--- config.mk ---
export PLATFORM = sky130hd
export DESIGN_NAME = conv_para_loader
export DESIGN_NICKNAME = d
export VERILOG_FILES = /design/src/rtl/conv_pkg.sv /design/src/rtl/conv_para_cksum.sv /design/src/rtl/conv_para_loader.sv
export SDC_FILE = /design/constraint.sdc
export NUM_CORES = 1
export LEC_CHECK = 0
export BUFFER_PORTS_ARGS = -buffer_cell sky130_fd_sc_hd__buf_2
export CORE_UTILIZATION = 44
export CTS_BUF_LIST = sky130_fd_sc_hd__clkbuf_16
export DETAILED_ROUTE_END_ITERATION = 8
export PLACE_DENSITY = 0.84
export RECOVER_POWER = 25
export SLEW_MARGIN = 20
export SYNTH_ARGS = -nofsm -noshare
export SYNTH_HDL_FRONTEND = slang
export SYNTH_SLANG_ARGS = --single-unit
--- constraint.sdc ---
create_clock -name clk -period 2.6 [get_ports clk]
set_input_delay 0.26 -clock clk [delete_from_list [all_inputs] [get_ports clk]]
set_output_delay 0.26 -clock clk [all_outputs]
set_load 0.01 [all_outputs]
--- src/rtl/conv_pkg.sv ---
// Shared encodings for the conv controller slice: para-loader FSM states and
// the controller's start-pulse codes.
package conv_pkg;

  typedef enum logic [1:0] {
    PL_IDLE = 2'd0,
    PL_LOAD = 2'd1,
    PL_DONE = 2'd2
  } pl_state_e;

  localparam logic [3:0] SIGN_PARA    = 4'b0001;
  localparam logic [3:0] SIGN_COMPUTE = 4'b0010;

endpackage

--- src/rtl/conv_para_cksum.sv ---
// 32-bit wrap-around accumulator with synchronous clear and enable; sums the
// low words of a parameter transfer for firmware-side verification.
module conv_para_cksum (
  input  logic        clk,
  input  logic        rst,
  input  logic        clr_i,
  input  logic        en_i,
  input  logic [31:0] add_i,
  output logic [31:0] sum_o
);

  logic [31:0] sum_q;
  logic [31:0] sum_d;

  always_comb begin
    sum_d = sum_q;
    if (clr_i)     sum_d = '0;
    else if (en_i) sum_d = sum_q + add_i;
  end

  always_ff @(posedge clk) begin
    if (rst) sum_q <= '0;
    else     sum_q <= sum_d;
  end

  assign sum_o = sum_q;

endmodule

--- src/rtl/conv_para_loader.sv ---
// Parameter-load stage: on a Para start, streams Para_Len DMA words into the
// weight/bias buffer and pulses Para_Done. CONV_PARA_CKSUM_EN adds Para_Sum.
//
// state   | meaning
// PL_IDLE | waiting for Sign==SIGN_PARA
// PL_LOAD | S_Ready high, accepting one word per beat
// PL_DONE | single cycle after the last beat; Para_Done follows
module conv_para_loader
  import conv_pkg::*;
#(
  parameter int DATA_W = 64,
  parameter int ADDR_W = 12
) (
  input  logic              clk,
  input  logic              rst,
  input  logic [3:0]        Sign,
  input  logic [ADDR_W:0]   Para_Len,
  input  logic [DATA_W-1:0] S_Data,
  input  logic              S_Valid,
  output logic              S_Ready,
  output logic              Wr_En,
  output logic [ADDR_W-1:0] Wr_Addr,
  output logic [DATA_W-1:0] Wr_Data,
  output logic              Para_Done,
  output logic              Busy,
  output logic              Len_Err
`ifdef CONV_PARA_CKSUM_EN
  ,
  output logic [31:0]       Para_Sum
`endif
);

  localparam logic [ADDR_W:0] DEPTH = {1'b1, {ADDR_W{1'b0}}};

  pl_state_e         state_q;
  logic [ADDR_W:0]   len_q;
  logic [ADDR_W-1:0] cnt_q;
  logic              ready_q;
  logic              busy_q;
  logic              wr_en_q;
  logic [ADDR_W-1:0] wr_addr_q;
  logic [DATA_W-1:0] wr_data_q;
  logic              done_q;
  logic              len_err_q;

  logic [ADDR_W:0]   len_d;
  logic [ADDR_W-1:0] cnt_d;
  logic              start;
  logic              beat;
  logic              last_beat;

  assign start     = (state_q == PL_IDLE) && (Sign == SIGN_PARA);
  // ready_q is only ever high in PL_LOAD, so no path from S_Valid to S_Ready
  assign beat      = S_Valid && ready_q;
  assign len_d     = (Para_Len > DEPTH) ? DEPTH : Para_Len;
  assign last_beat = ({1'b0, cnt_q} == (len_q - 1'b1));
  assign cnt_d     = cnt_q + 1'b1;

  always_ff @(posedge clk) begin
    if (rst) begin
      state_q   <= PL_IDLE;
      len_q     <= '0;
      cnt_q     <= '0;
      ready_q   <= 1'b0;
      busy_q    <= 1'b0;
      wr_en_q   <= 1'b0;
      wr_addr_q <= '0;
      wr_data_q <= '0;
      done_q    <= 1'b0;
      len_err_q <= 1'b0;
    end else begin
      wr_en_q <= 1'b0;
      done_q  <= 1'b0;
      case (state_q)
        PL_IDLE: begin
          if (start) begin
            len_q     <= len_d;
            cnt_q     <= '0;
            len_err_q <= (Para_Len > DEPTH);
            busy_q    <= 1'b1;
            if (len_d == '0) begin
              state_q <= PL_DONE;
              ready_q <= 1'b0;
            end else begin
              state_q <= PL_LOAD;
              ready_q <= 1'b1;
            end
          end
        end
        PL_LOAD: begin
          if (beat) begin
            wr_en_q   <= 1'b1;
            wr_addr_q <= cnt_q;
            wr_data_q <= S_Data;
            // count holds at len-1 on the last beat so it never wraps
            if (last_beat) begin
              state_q <= PL_DONE;
              ready_q <= 1'b0;
            end else begin
              cnt_q <= cnt_d;
            end
          end
        end
        PL_DONE: begin
          state_q <= PL_IDLE;
          busy_q  <= 1'b0;
          ready_q <= 1'b0;
          done_q  <= 1'b1;
        end
        default: begin
          state_q <= PL_IDLE;
          busy_q  <= 1'b0;
          ready_q <= 1'b0;
        end
      endcase
    end
  end

  assign S_Ready   = ready_q;
  assign Wr_En     = wr_en_q;
  assign Wr_Addr   = wr_addr_q;
  assign Wr_Data   = wr_data_q;
  assign Para_Done = done_q;
  assign Busy      = busy_q;
  assign Len_Err   = len_err_q;

`ifdef CONV_PARA_CKSUM_EN
  conv_para_cksum u_cksum (
    .clk   (clk),
    .rst   (rst),
    .clr_i (start),
    .en_i  (beat),
    .add_i (S_Data[31:0]),
    .sum_o (Para_Sum)
  );
`endif

endmodule

**Yosys cells after proc, flatten, opt, wreduce, memory -nomap -nowiden**

Index checks and enable logic that the tools add are counted.

- Register bits: 108
- Input bits: 84
- Output and inout port bits: 81
- Logic and storage cells: 52

- $add $sub $neg: 2
- $lt $le $gt $ge: 1
- Equality and inequality tests: 8
- Mux-type cells: 19
- Bitwise gates (word level): 1
- Reductions and logical operators: 11

Operators with widths:

| kind | count |
|---|---|
| 12-bit two-way mux | 3 |
| 12-bit case mux with 2 select lines | 1 |
| 12-bit by 13-bit equality test with 1-bit output | 1 |
| 13-bit greater-than comparator (second input constant) | 1 |
| 13-bit logical NOT | 1 |
| 13-bit two-way mux | 1 |
| 13-bit by 1-bit subtractor with 13-bit output (second input constant) | 1 |
| 12-bit by 1-bit adder with 12-bit output (second input constant) | 1 |
| 2-bit two-way mux | 4 |
| 2-bit != test (second input constant) | 4 |
| 1-bit two-way mux | 7 |
| 2-bit AND reduction | 3 |
| 4-bit by 1-bit equality test with 1-bit output (second input constant) | 1 |
| 1-bit case mux with 2 select lines | 2 |
| 2-bit case mux with 2 select lines | 1 |
| 4-bit AND reduction | 1 |
| 3-bit AND reduction | 1 |
| 2-bit by 1-bit equality test with 1-bit output (second input constant) | 1 |
| 2-bit equality test (second input constant) | 1 |
| 1-bit logical AND | 2 |
| 2-bit logical NOT | 1 |
| 2-bit nonzero test | 1 |
| 2-bit OR reduction | 1 |
| 1-bit NOT | 1 |

**Logic depth before layout (Yosys ltp)**

Gate-level depths: netlist of the first run.

- Depth in word-level cells: 6
- Depth in mapped cells: 10
- Depth with buffers taken out: 9

**Least setup slack after synthesis of the first run**

Ideal clock, no wire load.

- Path type: register to register
- Start point: register len_q[2]
- End point: register cnt_q[4]
- Library setup time: 59 ps
- Arrival: 2,671 ps
- Data required time: 2,541 ps
- Setup slack: -130 ps
- Cell stages (with the launch flop): 10
- Buffers on the path: 2
- Period minus slack after synthesis: 2,730 ps
- Path through: dfxtp_1 -> buf_6 -> or4_4 -> or3b_4 -> mux2_1 -> a211oi_2 -> and4b_4 -> buf_6 -> or4_1 -> nand2_1

- Word-level cells in the longest chain between the ends: 4

RTL lines:

| item | line | source |
|---|---|---|
| start: declaration | conv_para_loader.sv:36 | `logic [ADDR_W:0] len_q;` |
| start signal: assignment | conv_para_loader.sv:77 | `len_q <= len_d;` |
| 13-bit by 1-bit subtractor with 13-bit output | conv_para_loader.sv:56 | `assign last_beat = ({1'b0, cnt_q} == (len_q - 1'b1));` |
| 12-bit by 13-bit equality test with 1-bit output | conv_para_loader.sv:56 |  |
| 2-bit != test (no line) | n/a |  |
| 4-bit AND reduction (no line) | n/a |  |
| end signal: assignment | conv_para_loader.sv:100 | `cnt_q <= cnt_d;` |
| end: declaration | conv_para_loader.sv:37 | `logic [ADDR_W-1:0] cnt_q;` |

No other way between the ends.
A chain may end at the register's enable or synchronous reset.

**Worst setup path after layout of the first run**

- Start point: register len_q[0]
- End point: register cnt_q[4]

The elaborated chain is that of the path after synthesis.

==> report_table.html, run 1 <==
<table>
<tr><th>Metric</th><th>Value</th></tr>
<tr><th colspan="2">Place</th></tr>
<tr><td>DPL Wire Length</td><td>roughly 8300 µm</td></tr>
<tr><td>Total placed cells including tap cells</td><td>807</td></tr>
<tr><td>Worst slack, placed</td><td>-0.1140 ns</td></tr>
<tr><td>Weighted congestion reported at the end of routability-driven placement</td><td>0.8164</td></tr>
<tr><td>IO buf count</td><td>between 150 and 200</td></tr>
<tr><th colspan="2">CTS</th></tr>
<tr><td>Clock sink count</td><td>107</td></tr>
<tr><td>Clock slew seen by the registers of the worst setup and hold paths</td><td>0.08 ns</td></tr>
<tr><td>Depth of the CTS H-tree</td><td>3</td></tr>
<tr><td>Root buffer selected by CTS</td><td>sky130_fd_sc_hd__clkbuf_16</td></tr>
<tr><td>Number of buffers on the longest clock path</td><td>2</td></tr>
<tr><td>Number of buffers created by CTS</td><td>9</td></tr>
<tr><td>Hold-fix buffers at CTS</td><td>0</td></tr>
<tr><td>CTS tree</td><td>built</td></tr>
<tr><td>Skew-Pair Late Insertion Delay</td><td>0.34 ns</td></tr>
<tr><th colspan="2">Timing</th></tr>
<tr><td>Final period util</td><td>105.0%</td></tr>
<tr><td>Post-route worst hold slack</td><td>0.1366 ns</td></tr>
<tr><td>Max-slew headroom at the worst pin</td><td>20.69%</td></tr>
<tr><td>Setup repair after global routing missed its margin</td><td>yes</td></tr>
<tr><td>Worst-margin pin slew</td><td>around 1.2 ns</td></tr>
<tr><td>Number of hold violations in the final report</td><td>0</td></tr>
<tr><td>Final setup violating endpoints</td><td>12</td></tr>
<tr><td>Fin. max-slew vios</td><td>0</td></tr>
<tr><td>Period minus WS final</td><td>2.730 ns</td></tr>
<tr><td>Maximum frequency from static timing analysis</td><td>0.3663 GHz</td></tr>
<tr><td>Skew final</td><td>roughly 0.0091 ns</td></tr>
<tr><td>Sum of negative setup slack</td><td>-1.258 ns</td></tr>
<tr><td>Final critical-path setup slack</td><td>-0.1302 ns</td></tr>
<tr><th colspan="2">Critical path</th></tr>
<tr><td>Source of the critical timing path</td><td>len_q[0]$_SDFFE_PP0P_</td></tr>
<tr><td>Crit Reg-Reg Endpoint</td><td>cnt_q[4]$_SDFFE_PP0P_</td></tr>
<tr><td>CP Class</td><td>reg2reg</td></tr>
<tr><td>Maximum net fanout on the critical path</td><td>8</td></tr>
<tr><td>Capturing instance or port of the critical path</td><td>cnt_q[4]$_SDFFE_PP0P_</td></tr>
<tr><td>Reg2Reg Depth</td><td>8</td></tr>
<tr><td>Reg2Reg Setup Slack</td><td>-0.13 ns</td></tr>
<tr><td>Critical path startpoint category</td><td>register</td></tr>
<tr><td>Cell type of the slowest stage on the worst timing path</td><td>sky130_fd_sc_hd__or4_4</td></tr>
<tr><td>Required time reported for the critical path endpoint</td><td>2.84 ns</td></tr>
<tr><td>Sort of element at the end of the critical path</td><td>register</td></tr>
<tr><td>Data arrival time of the critical path</td><td>between 2 and 3 ns</td></tr>
<tr><td>Longest individual stage delay on the worst path</td><td>0.55 ns</td></tr>
<tr><td>Worst-path cell chain</td><td>or4_4 &gt; or3b_4 &gt; mux2_4 &gt; a211oi_4 &gt; and4b_2 &gt; buf_4 &gt; o211ai_1 &gt; nand2_1</td></tr>
<tr><td>Reg2reg start</td><td>len_q[0]$_SDFFE_PP0P_</td></tr>
<tr><th colspan="2">Drt</th></tr>
<tr><td>Total Wirelength</td><td>11770 µm</td></tr>
<tr><td>Antenna violation net count after detailed routing</td><td>0</td></tr>
<tr><td>Total via count in the routed design</td><td>~4300</td></tr>
<tr><td>Wire length per cell after detailed routing</td><td>14.24 µm</td></tr>
<tr><td>Number of iterations in the first detailed-routing pass</td><td>5</td></tr>
<tr><td>DRC violations left</td><td>0</td></tr>
<tr><td>Iteration-0 DRC count of the detailed router</td><td>166</td></tr>
<tr><td>Via density per instance</td><td>5.226</td></tr>
<tr><th colspan="2">Cells and area</th></tr>
<tr><td>Area added between synthesis and finish</td><td>29.80%</td></tr>
<tr><td>Fraction of final layout cells with drive strength greater than 1</td><td>25.50%</td></tr>
<tr><td>Final instance count without filler cells</td><td>827</td></tr>
<tr><td>Nets</td><td>779</td></tr>
<tr><td>Antenna diode count</td><td>0</td></tr>
<tr><th colspan="2">Floorplan</th></tr>
<tr><td>Width of the die</td><td>101.6 µm</td></tr>
<tr><td>Initial core utilization</td><td>about 46%</td></tr>
<tr><td>Full die area</td><td>10320 µm²</td></tr>
<tr><td>Io pins</td><td>165</td></tr>
<tr><td>CORE AREA</td><td>~9400 µm²</td></tr>
<tr><td>Cell Rows</td><td>35</td></tr>
<tr><td>Die H</td><td>between 100 and 150 µm</td></tr>
<tr><th colspan="2">Global routing</th></tr>
<tr><td>Wire length of the first global-routing pass</td><td>18650 µm</td></tr>
<tr><td>Antenna violations before repair</td><td>0</td></tr>
<tr><td>Global-route total usage across every layer</td><td>22.73%</td></tr>
<tr><td>Maximum number of pins on one net before global-route repair</td><td>54</td></tr>
<tr><td>Residual overflow from global routing</td><td>0</td></tr>
<tr><td>Vias in the first global route</td><td>4199</td></tr>
<tr><th colspan="2">Outcome</th></tr>
<tr><td>Failing checks</td><td>setup timing</td></tr>
<tr><td>Result of the run</td><td>complete, but fails checks</td></tr>
<tr><th colspan="2">Logic synthesis</th></tr>
<tr><td>Cell variety after synth</td><td>51</td></tr>
<tr><td>Post-synth top cells</td><td>sky130_fd_sc_hd__nand2_1 (164), sky130_fd_sc_hd__dfxtp_1 (107), sky130_fd_sc_hd__a21oi_1 (87)</td></tr>
<tr><td>Synth top area cells</td><td>sky130_fd_sc_hd__dfxtp_1 (49%), sky130_fd_sc_hd__nand2_1 (14%), sky130_fd_sc_hd__a21oi_1 (10%)</td></tr>
<tr><td>Area of the mapped netlist</td><td>around 4400 µm²</td></tr>
<tr><td>Dominant cell by count in the synthesized netlist</td><td>sky130_fd_sc_hd__nand2_1</td></tr>
<tr><td>Number of synthesized flops with an enable pin</td><td>0</td></tr>
<tr><td>Seq/Total Area, Yosys</td><td>between 40% and 50%</td></tr>
<tr><td>Synthesized flop and latch total</td><td>107</td></tr>
<tr><td>Synthesized instance count</td><td>537</td></tr>
<tr><td>Synth async-reset ratio</td><td>0%</td></tr>
<tr><td>Net count after synthesis</td><td>623</td></tr>
<tr><td>Synthesis warning total</td><td>0</td></tr>
<tr><td>Synthesized area per cell</td><td>between 8 and 9 µm²</td></tr>
<tr><td>Share of the synthesized area in the top cell type</td><td>approximately 49%</td></tr>
<tr><td>Top_reg_cell synth</td><td>sky130_fd_sc_hd__dfxtp_1</td></tr>
<tr><td>Yosys top cell by area</td><td>sky130_fd_sc_hd__dfxtp_1</td></tr>
<tr><th colspan="2">Pwr</th></tr>
<tr><td>Power dissipated by switching net loads</td><td>0.7853 mW</td></tr>
<tr><td>Net Sw Frac</td><td>24.44%</td></tr>
<tr><td>Comb power frac</td><td>under 10%</td></tr>
<tr><td>Peak supply drop</td><td>roughly 320 µV</td></tr>
<tr><td>Overall power after layout</td><td>3.213 mW</td></tr>
<tr><td>LEAKAGE</td><td>approximately 2.3 nW</td></tr>
<tr><td>Clock Power Share</td><td>41.1%</td></tr>
<tr><td>Share of power burned in registers</td><td>51.9%</td></tr>
<tr><td>Total power per unit cell area</td><td>567.5 nW/µm²</td></tr>
<tr><td>Internal power summed over all cells</td><td>2.427 mW</td></tr>
<tr><th colspan="2">Run</th></tr>
<tr><td>Number of max-cap violations</td><td>0</td></tr>
<tr><th colspan="2">Worst hold path</th></tr>
<tr><td>Type of the tightest min-delay check</td><td>in2reg</td></tr>
</table>
-- what timing repair did --
item                                    CTS  global route
pin swaps                                 4             0
hold endpoints to repair                  0             0
buffers inserted                          2             0
endpoints found under the setup margin   12            14
resized for setup                         2            10
cloned                                    2             0
-- layout make-up --
| class | instances | area (µm²) |
|---|---|---|
| Clock inverter | 7 | 63.81 |
| Sequential cell | 107 | 2142 |
| Clock buffer | 9 | 225.2 |
| Timing Repair Buffer | 181 | 908.4 |
| Fill cell | 874 | 3754 |
| Multi-Input combinational cell | 389 | 2142 |
| Inverter | 5 | 18.77 |
| Tap cell | 129 | 161.4 |
-- cells by family (layout without fill, tap and decap cells) --
logic type	after synthesis	after routing	synth area share (%)
AO/OA/AOI/OAI	124	124	16.18
XOR/XNOR	13	13	2.610
adder cells (fa/ha/maj)	2	2	0.5736
buffers and inverters	43	202	4.073
flip-flops	107	107	49.11
multiplexers	9	9	2.237
AND/OR/NAND/NOR	239	241	25.22
-- cell usage in the layout (no fill, tap or decap), types with 6 or more instances in the layout --
master,count
sky130_fd_sc_hd__nand2_1,164
sky130_fd_sc_hd__buf_2,122
sky130_fd_sc_hd__dfxtp_1,107
sky130_fd_sc_hd__a21oi_1,85
sky130_fd_sc_hd__clkbuf_1,42
sky130_fd_sc_hd__buf_4,16
sky130_fd_sc_hd__o21ai_0,13
sky130_fd_sc_hd__nor2_1,10
sky130_fd_sc_hd__nand2b_1,9
sky130_fd_sc_hd__a22o_1,9
sky130_fd_sc_hd__clkbuf_16,9
sky130_fd_sc_hd__or3_1,8
sky130_fd_sc_hd__xnor2_1,7
sky130_fd_sc_hd__inv_1,6
sky130_fd_sc_hd__nand3_1,6
sky130_fd_sc_hd__mux2i_1,6
sky130_fd_sc_hd__xor2_1,6
-- per-stage QoR --
stage          utilization [%]  cell area [µm²]
6_report                 60.13             5662
5_1_grt                  60.13             5662
3_5_place_dp             56.57             5326
3_3_place_gp             56.57             5326
2_1_floorplan                -             4370
4_1_cts                  60.20             5668
-- flip-flops by register name, summed over array words and instances, names as in the netlist --
signal	cells
Wr_Addr	12
cnt_q	12
Wr_En	1
state_q	2
Para_Done	1
Wr_Data	64
Len_Err	1
len_q	13
Busy	1
-- power groups by stage --
stage / Combinational [mW] / Sequential [mW] / Clock, mW
after floorplan: 0.103 / 1.71 / 0
after global placement: 0.209 / 1.71 / 0
after detailed placement: 0.216 / 1.71 / 0
after CTS: 0.222 / 1.67 / 1.34
after global routing: 0.244 / 1.67 / 1.42
final: 0.224 / 1.67 / 1.32
-- worst max-delay path: cells and delay by family (launching register included) --
family,cells,cell delay (ns)
simple gates,4,1.37
compound gates,2,0.45
buf+inv,1,0.16
flops,1,0.32
mux,1,0.32
-- metal layers --
metal  part of all wire, %  GRT usage (%)
met1                    40          26.13
met2                    52          40.23
met3                   5.5          4.693
met4                   2.0          10.81
met5                     0              0
-- worst min path at each step --
| stage | start | endpoint | slack (ns) | cells after the start |
|---|---|---|---|---|
| 2_1_floorplan | Para_Len[0] | len_q[0]$_SDFFE_PP0P_ | 0.37 | 2 |
| 3_3_place_gp | Wr_Data[24]$_SDFFE_PP0P_ | Wr_Data[24]$_SDFFE_PP0P_ | 0.44 | 2 |
| 3_5_place_dp | Wr_Data[3]$_SDFFE_PP0P_ | Wr_Data[3]$_SDFFE_PP0P_ | 0.44 | 2 |
| 4_1_cts | Para_Len[10] | len_q[10]$_SDFFE_PP0P_ | 0.13 | 3 |
| 5_1_grt | S_Data[13] | Wr_Data[13]$_SDFFE_PP0P_ | 0.14 | 3 |
| 6_report | Para_Len[7] | len_q[7]$_SDFFE_PP0P_ | 0.14 | 2 |
No activity file was read; power rests on OpenSTA's default activity.
==> inputs of run 2 (changes only) <==
--- a/config.mk
+++ b/config.mk
@@ -10,7 +10,7 @@
 export CTS_BUF_LIST = sky130_fd_sc_hd__clkbuf_16
 export DETAILED_ROUTE_END_ITERATION = 8
 export PLACE_DENSITY = 0.84
-export RECOVER_POWER = 25
+export RECOVER_POWER = 50
 export SLEW_MARGIN = 20
 export SYNTH_ARGS = -nofsm -noshare
 export SYNTH_HDL_FRONTEND = slang
==> run 2 against run 1 <==
  * Combinational power is essentially flat
  * Highest routed layer unchanged
  * Clock power hardly changed
  * Cell area is 0.86% lower
  * Wire length about the same
  * Final cell count did not move
  * Global-route usage is the same
  * The flow still finishes with violations (setup timing)
  * First-iteration DRC count grew 6.0%
  * Utilization down 0.52 points
  * Clock skew is essentially flat
  * Critical endpoint is now cnt_q[6]$_SDFFE_PP0P_
  * Non-clock buffer count unchanged
==> report_table.html, run 2 (synthesis results as in run 1) <==
<table>
<tr><th>Metric</th><th>Value</th></tr>
<tr><th colspan="2">Critical path</th></tr>
<tr><td>Reg2Reg Depth</td><td>7</td></tr>
<tr><td>Required time reported for the critical path endpoint</td><td>2.89 ns</td></tr>
<tr><td>Cell occurring most often along the worst timing path</td><td>sky130_fd_sc_hd__or4_4</td></tr>
<tr><td>Data arrival time of the critical path</td><td>3.03 ns</td></tr>
<tr><td>Longest individual stage delay on the worst path</td><td>0.55 ns</td></tr>
<tr><td>CP Class</td><td>reg2reg</td></tr>
<tr><td>Sort of element at the end of the critical path</td><td>register</td></tr>
<tr><td>Worst-path cell chain</td><td>or4_4 &gt; or3b_4 &gt; mux2_4 &gt; a211oi_4 &gt; and4b_4 &gt; or4_4 &gt; nand2_1</td></tr>
<tr><td>Critical path startpoint category</td><td>register</td></tr>
<tr><td>Maximum net fanout on the critical path</td><td>5</td></tr>
<tr><td>Cell type of the slowest stage on the worst timing path</td><td>sky130_fd_sc_hd__or4_4</td></tr>
<tr><th colspan="2">Timing</th></tr>
<tr><td>Skew final</td><td>around 0.0087 ns</td></tr>
<tr><td>Post-route worst hold slack</td><td>0.1322 ns</td></tr>
<tr><td>Final period util</td><td>105.4%</td></tr>
<tr><td>Fin. max-slew vios</td><td>0</td></tr>
<tr><td>Sum of negative setup slack</td><td>-1.290 ns</td></tr>
<tr><td>Period minus WS final</td><td>about 2.7 ns</td></tr>
<tr><td>Number of hold violations in the final report</td><td>0</td></tr>
<tr><td>Setup repair after global routing missed its margin</td><td>yes</td></tr>
<tr><td>Max-slew headroom at the worst pin</td><td>21.93%</td></tr>
<tr><td>Final setup violating endpoints</td><td>12</td></tr>
<tr><td>Final critical-path setup slack</td><td>-0.1416 ns</td></tr>
<tr><td>Maximum frequency from static timing analysis</td><td>0.3648 GHz</td></tr>
<tr><td>Worst-margin pin slew</td><td>1.169 ns</td></tr>
<tr><th colspan="2">Place</th></tr>
<tr><td>Total placed cells including tap cells</td><td>about 810</td></tr>
<tr><td>DPL Wire Length</td><td>8253 µm</td></tr>
<tr><td>Worst slack, placed</td><td>-0.1140 ns</td></tr>
<tr><td>IO buf count</td><td>164</td></tr>
<tr><td>Area after detailed placement</td><td>5326 µm²</td></tr>
<tr><td>Weighted congestion reported at the end of routability-driven placement</td><td>roughly 0.82</td></tr>
<tr><th colspan="2">Global routing</th></tr>
<tr><td>Residual overflow from global routing</td><td>0</td></tr>
<tr><td>Vias in the first global route</td><td>about 4200</td></tr>
<tr><td>Maximum number of pins on one net before global-route repair</td><td>54</td></tr>
<tr><td>Antenna violations before repair</td><td>0</td></tr>
<tr><td>Global-route total usage across every layer</td><td>22.73%</td></tr>
<tr><td>Wire length of the first global-routing pass</td><td>between 15000 and 20000 µm</td></tr>
<tr><th colspan="2">Cells and area</th></tr>
<tr><td>Antenna diode count</td><td>0</td></tr>
<tr><td>Nets</td><td>between 700 and 800</td></tr>
<tr><td>Utilization after layout</td><td>about 60%</td></tr>
<tr><td>Final instance count without filler cells</td><td>827</td></tr>
<tr><td>Fraction of final layout cells with drive strength greater than 1</td><td>approximately a fifth</td></tr>
<tr><td>Highest-count cells in the layout ignoring fill and taps</td><td>sky130_fd_sc_hd__nand2_1 (164), sky130_fd_sc_hd__dfxtp_1 (107), sky130_fd_sc_hd__a21oi_1 (85), sky130_fd_sc_hd__buf_2 (83), sky130_fd_sc_hd__clkbuf_1 (81)</td></tr>
<tr><td>Area added between synthesis and finish</td><td>28.69%</td></tr>
<tr><td>Finished Cell Area</td><td>5613 µm²</td></tr>
<tr><td>Most frequent standard cell in the layout excluding fill and tap cells</td><td>sky130_fd_sc_hd__nand2_1</td></tr>
<tr><td>Count of filler cells inserted in the layout</td><td>896</td></tr>
<tr><td>Largest register FFs</td><td>64</td></tr>
<tr><th colspan="2">Worst hold path</th></tr>
<tr><td>Type of the tightest min-delay check</td><td>in2reg</td></tr>
<tr><td>Hold path cells</td><td>2</td></tr>
<tr><th colspan="2">Floorplan</th></tr>
<tr><td>Initial core utilization</td><td>46.33%</td></tr>
<tr><td>Width of the die</td><td>101.6 µm</td></tr>
<tr><td>Full die area</td><td>10320 µm²</td></tr>
<tr><td>Cell Rows</td><td>35</td></tr>
<tr><td>Io pins</td><td>165</td></tr>
<tr><td>Die H</td><td>101.6 µm</td></tr>
<tr><td>CORE AREA</td><td>roughly 9400 µm²</td></tr>
<tr><th colspan="2">Drt</th></tr>
<tr><td>Antenna violation net count after detailed routing</td><td>0</td></tr>
<tr><td>Iteration-0 DRC count of the detailed router</td><td>roughly 180</td></tr>
<tr><td>Number of iterations in the first detailed-routing pass</td><td>5</td></tr>
<tr><td>Met1 Routed Length</td><td>4678 µm</td></tr>
<tr><td>Detailed-routed wire length on met2</td><td>6195 µm</td></tr>
<tr><td>DRC violations left</td><td>0</td></tr>
<tr><td>Top Metal Used</td><td>met4</td></tr>
<tr><td>Total via count in the routed design</td><td>roughly 4300</td></tr>
<tr><td>DR WL met3</td><td>666 µm</td></tr>
<tr><td>Total Wirelength</td><td>about 12000 µm</td></tr>
<tr><td>Via density per instance</td><td>roughly 5.2</td></tr>
<tr><td>Wire length per cell after detailed routing</td><td>14.25 µm</td></tr>
<tr><th colspan="2">CTS</th></tr>
<tr><td>Number of buffers created by CTS</td><td>9</td></tr>
<tr><td>Skew-Pair Late Insertion Delay</td><td>between 0.3 and 0.4 ns</td></tr>
<tr><td>Root buffer selected by CTS</td><td>sky130_fd_sc_hd__clkbuf_16</td></tr>
<tr><td>Depth of the CTS H-tree</td><td>3</td></tr>
<tr><td>CTS tree</td><td>built</td></tr>
<tr><td>Clock sink count</td><td>107</td></tr>
<tr><td>Number of buffers on the longest clock path</td><td>2</td></tr>
<tr><td>Clock slew seen by the registers of the worst setup and hold paths</td><td>roughly 0.080 ns</td></tr>
<tr><th colspan="2">Pwr</th></tr>
<tr><td>Peak supply drop</td><td>321.3 µV</td></tr>
<tr><td>LEAKAGE</td><td>about 2.1 nW</td></tr>
<tr><td>Overall power after layout</td><td>3.210 mW</td></tr>
<tr><td>Total power per unit cell area</td><td>572.0 nW/µm²</td></tr>
<tr><th colspan="2">Outcome</th></tr>
<tr><td>Failing checks</td><td>setup timing</td></tr>
<tr><td>Result of the run</td><td>complete, but fails checks</td></tr>
<tr><th colspan="2">Run</th></tr>
<tr><td>Number of max-cap violations</td><td>0</td></tr>
</table>
run 2: routing by layer:
metal	up-vias	global-route usage [%]
li1	2140	-
met1	2022	26.13
met2	149	40.23
met3	26	4.693
met4	0	10.81
met5	-	0
run 2: final timing paths:
kind                                 start                        to  slack [ns]
setup reg to reg     len_q[0]$_SDFFE_PP0P_     cnt_q[6]$_SDFFE_PP0P_       -0.14
hold / removal                 Para_Len[7]     len_q[7]$_SDFFE_PP0P_        0.13
hold reg to reg   Wr_Addr[10]$_SDFFE_PP0P_  Wr_Addr[10]$_SDFFE_PP0P_        0.45
setup / recovery     len_q[0]$_SDFFE_PP0P_     cnt_q[6]$_SDFFE_PP0P_       -0.14
run 2: critical path: cells and delay by family (launching register included):
| kind | cells | cell delay, ns |
|---|---|---|
| flip-flops | 1 | 0.32 |
| multiplexers | 1 | 0.32 |
| AO/OA/AOI/OAI | 1 | 0.26 |
| AND/OR/NAND/NOR | 5 | 1.78 |
run 2: repair_timing:
action / 4_1_cts / 5_1_grt
setup endpoints to repair: 12 / 14
buffers inserted: 2 / 0
resized for setup: 2 / 10
gates cloned: 2 / 0
endpoints found under the hold margin: 0 / 0
pin swaps: 4 / 0
hold buffers: 0 / 0
run 2: area by class of cell:
| class | count | area [µm²] | area share [%] |
|---|---|---|---|
| clock buffers | 9 | 225.2 | 4.012 |
| clock inverters | 7 | 63.81 | 1.137 |
| inverters | 5 | 18.77 | 0.3344 |
| multi-input cells | 389 | 2142 | 38.16 |
| flip-flops and latches | 107 | 2142 | 38.16 |
| well taps | 129 | 161.4 | 2.876 |
| repair buffers | 181 | 859.6 | 15.31 |
run 2: where the power goes:
group / internal [mW] / switching [mW]
Sequential: 1.66 / 0.0131
Combinational: 0.0998 / 0.122
Clock: 0.669 / 0.651
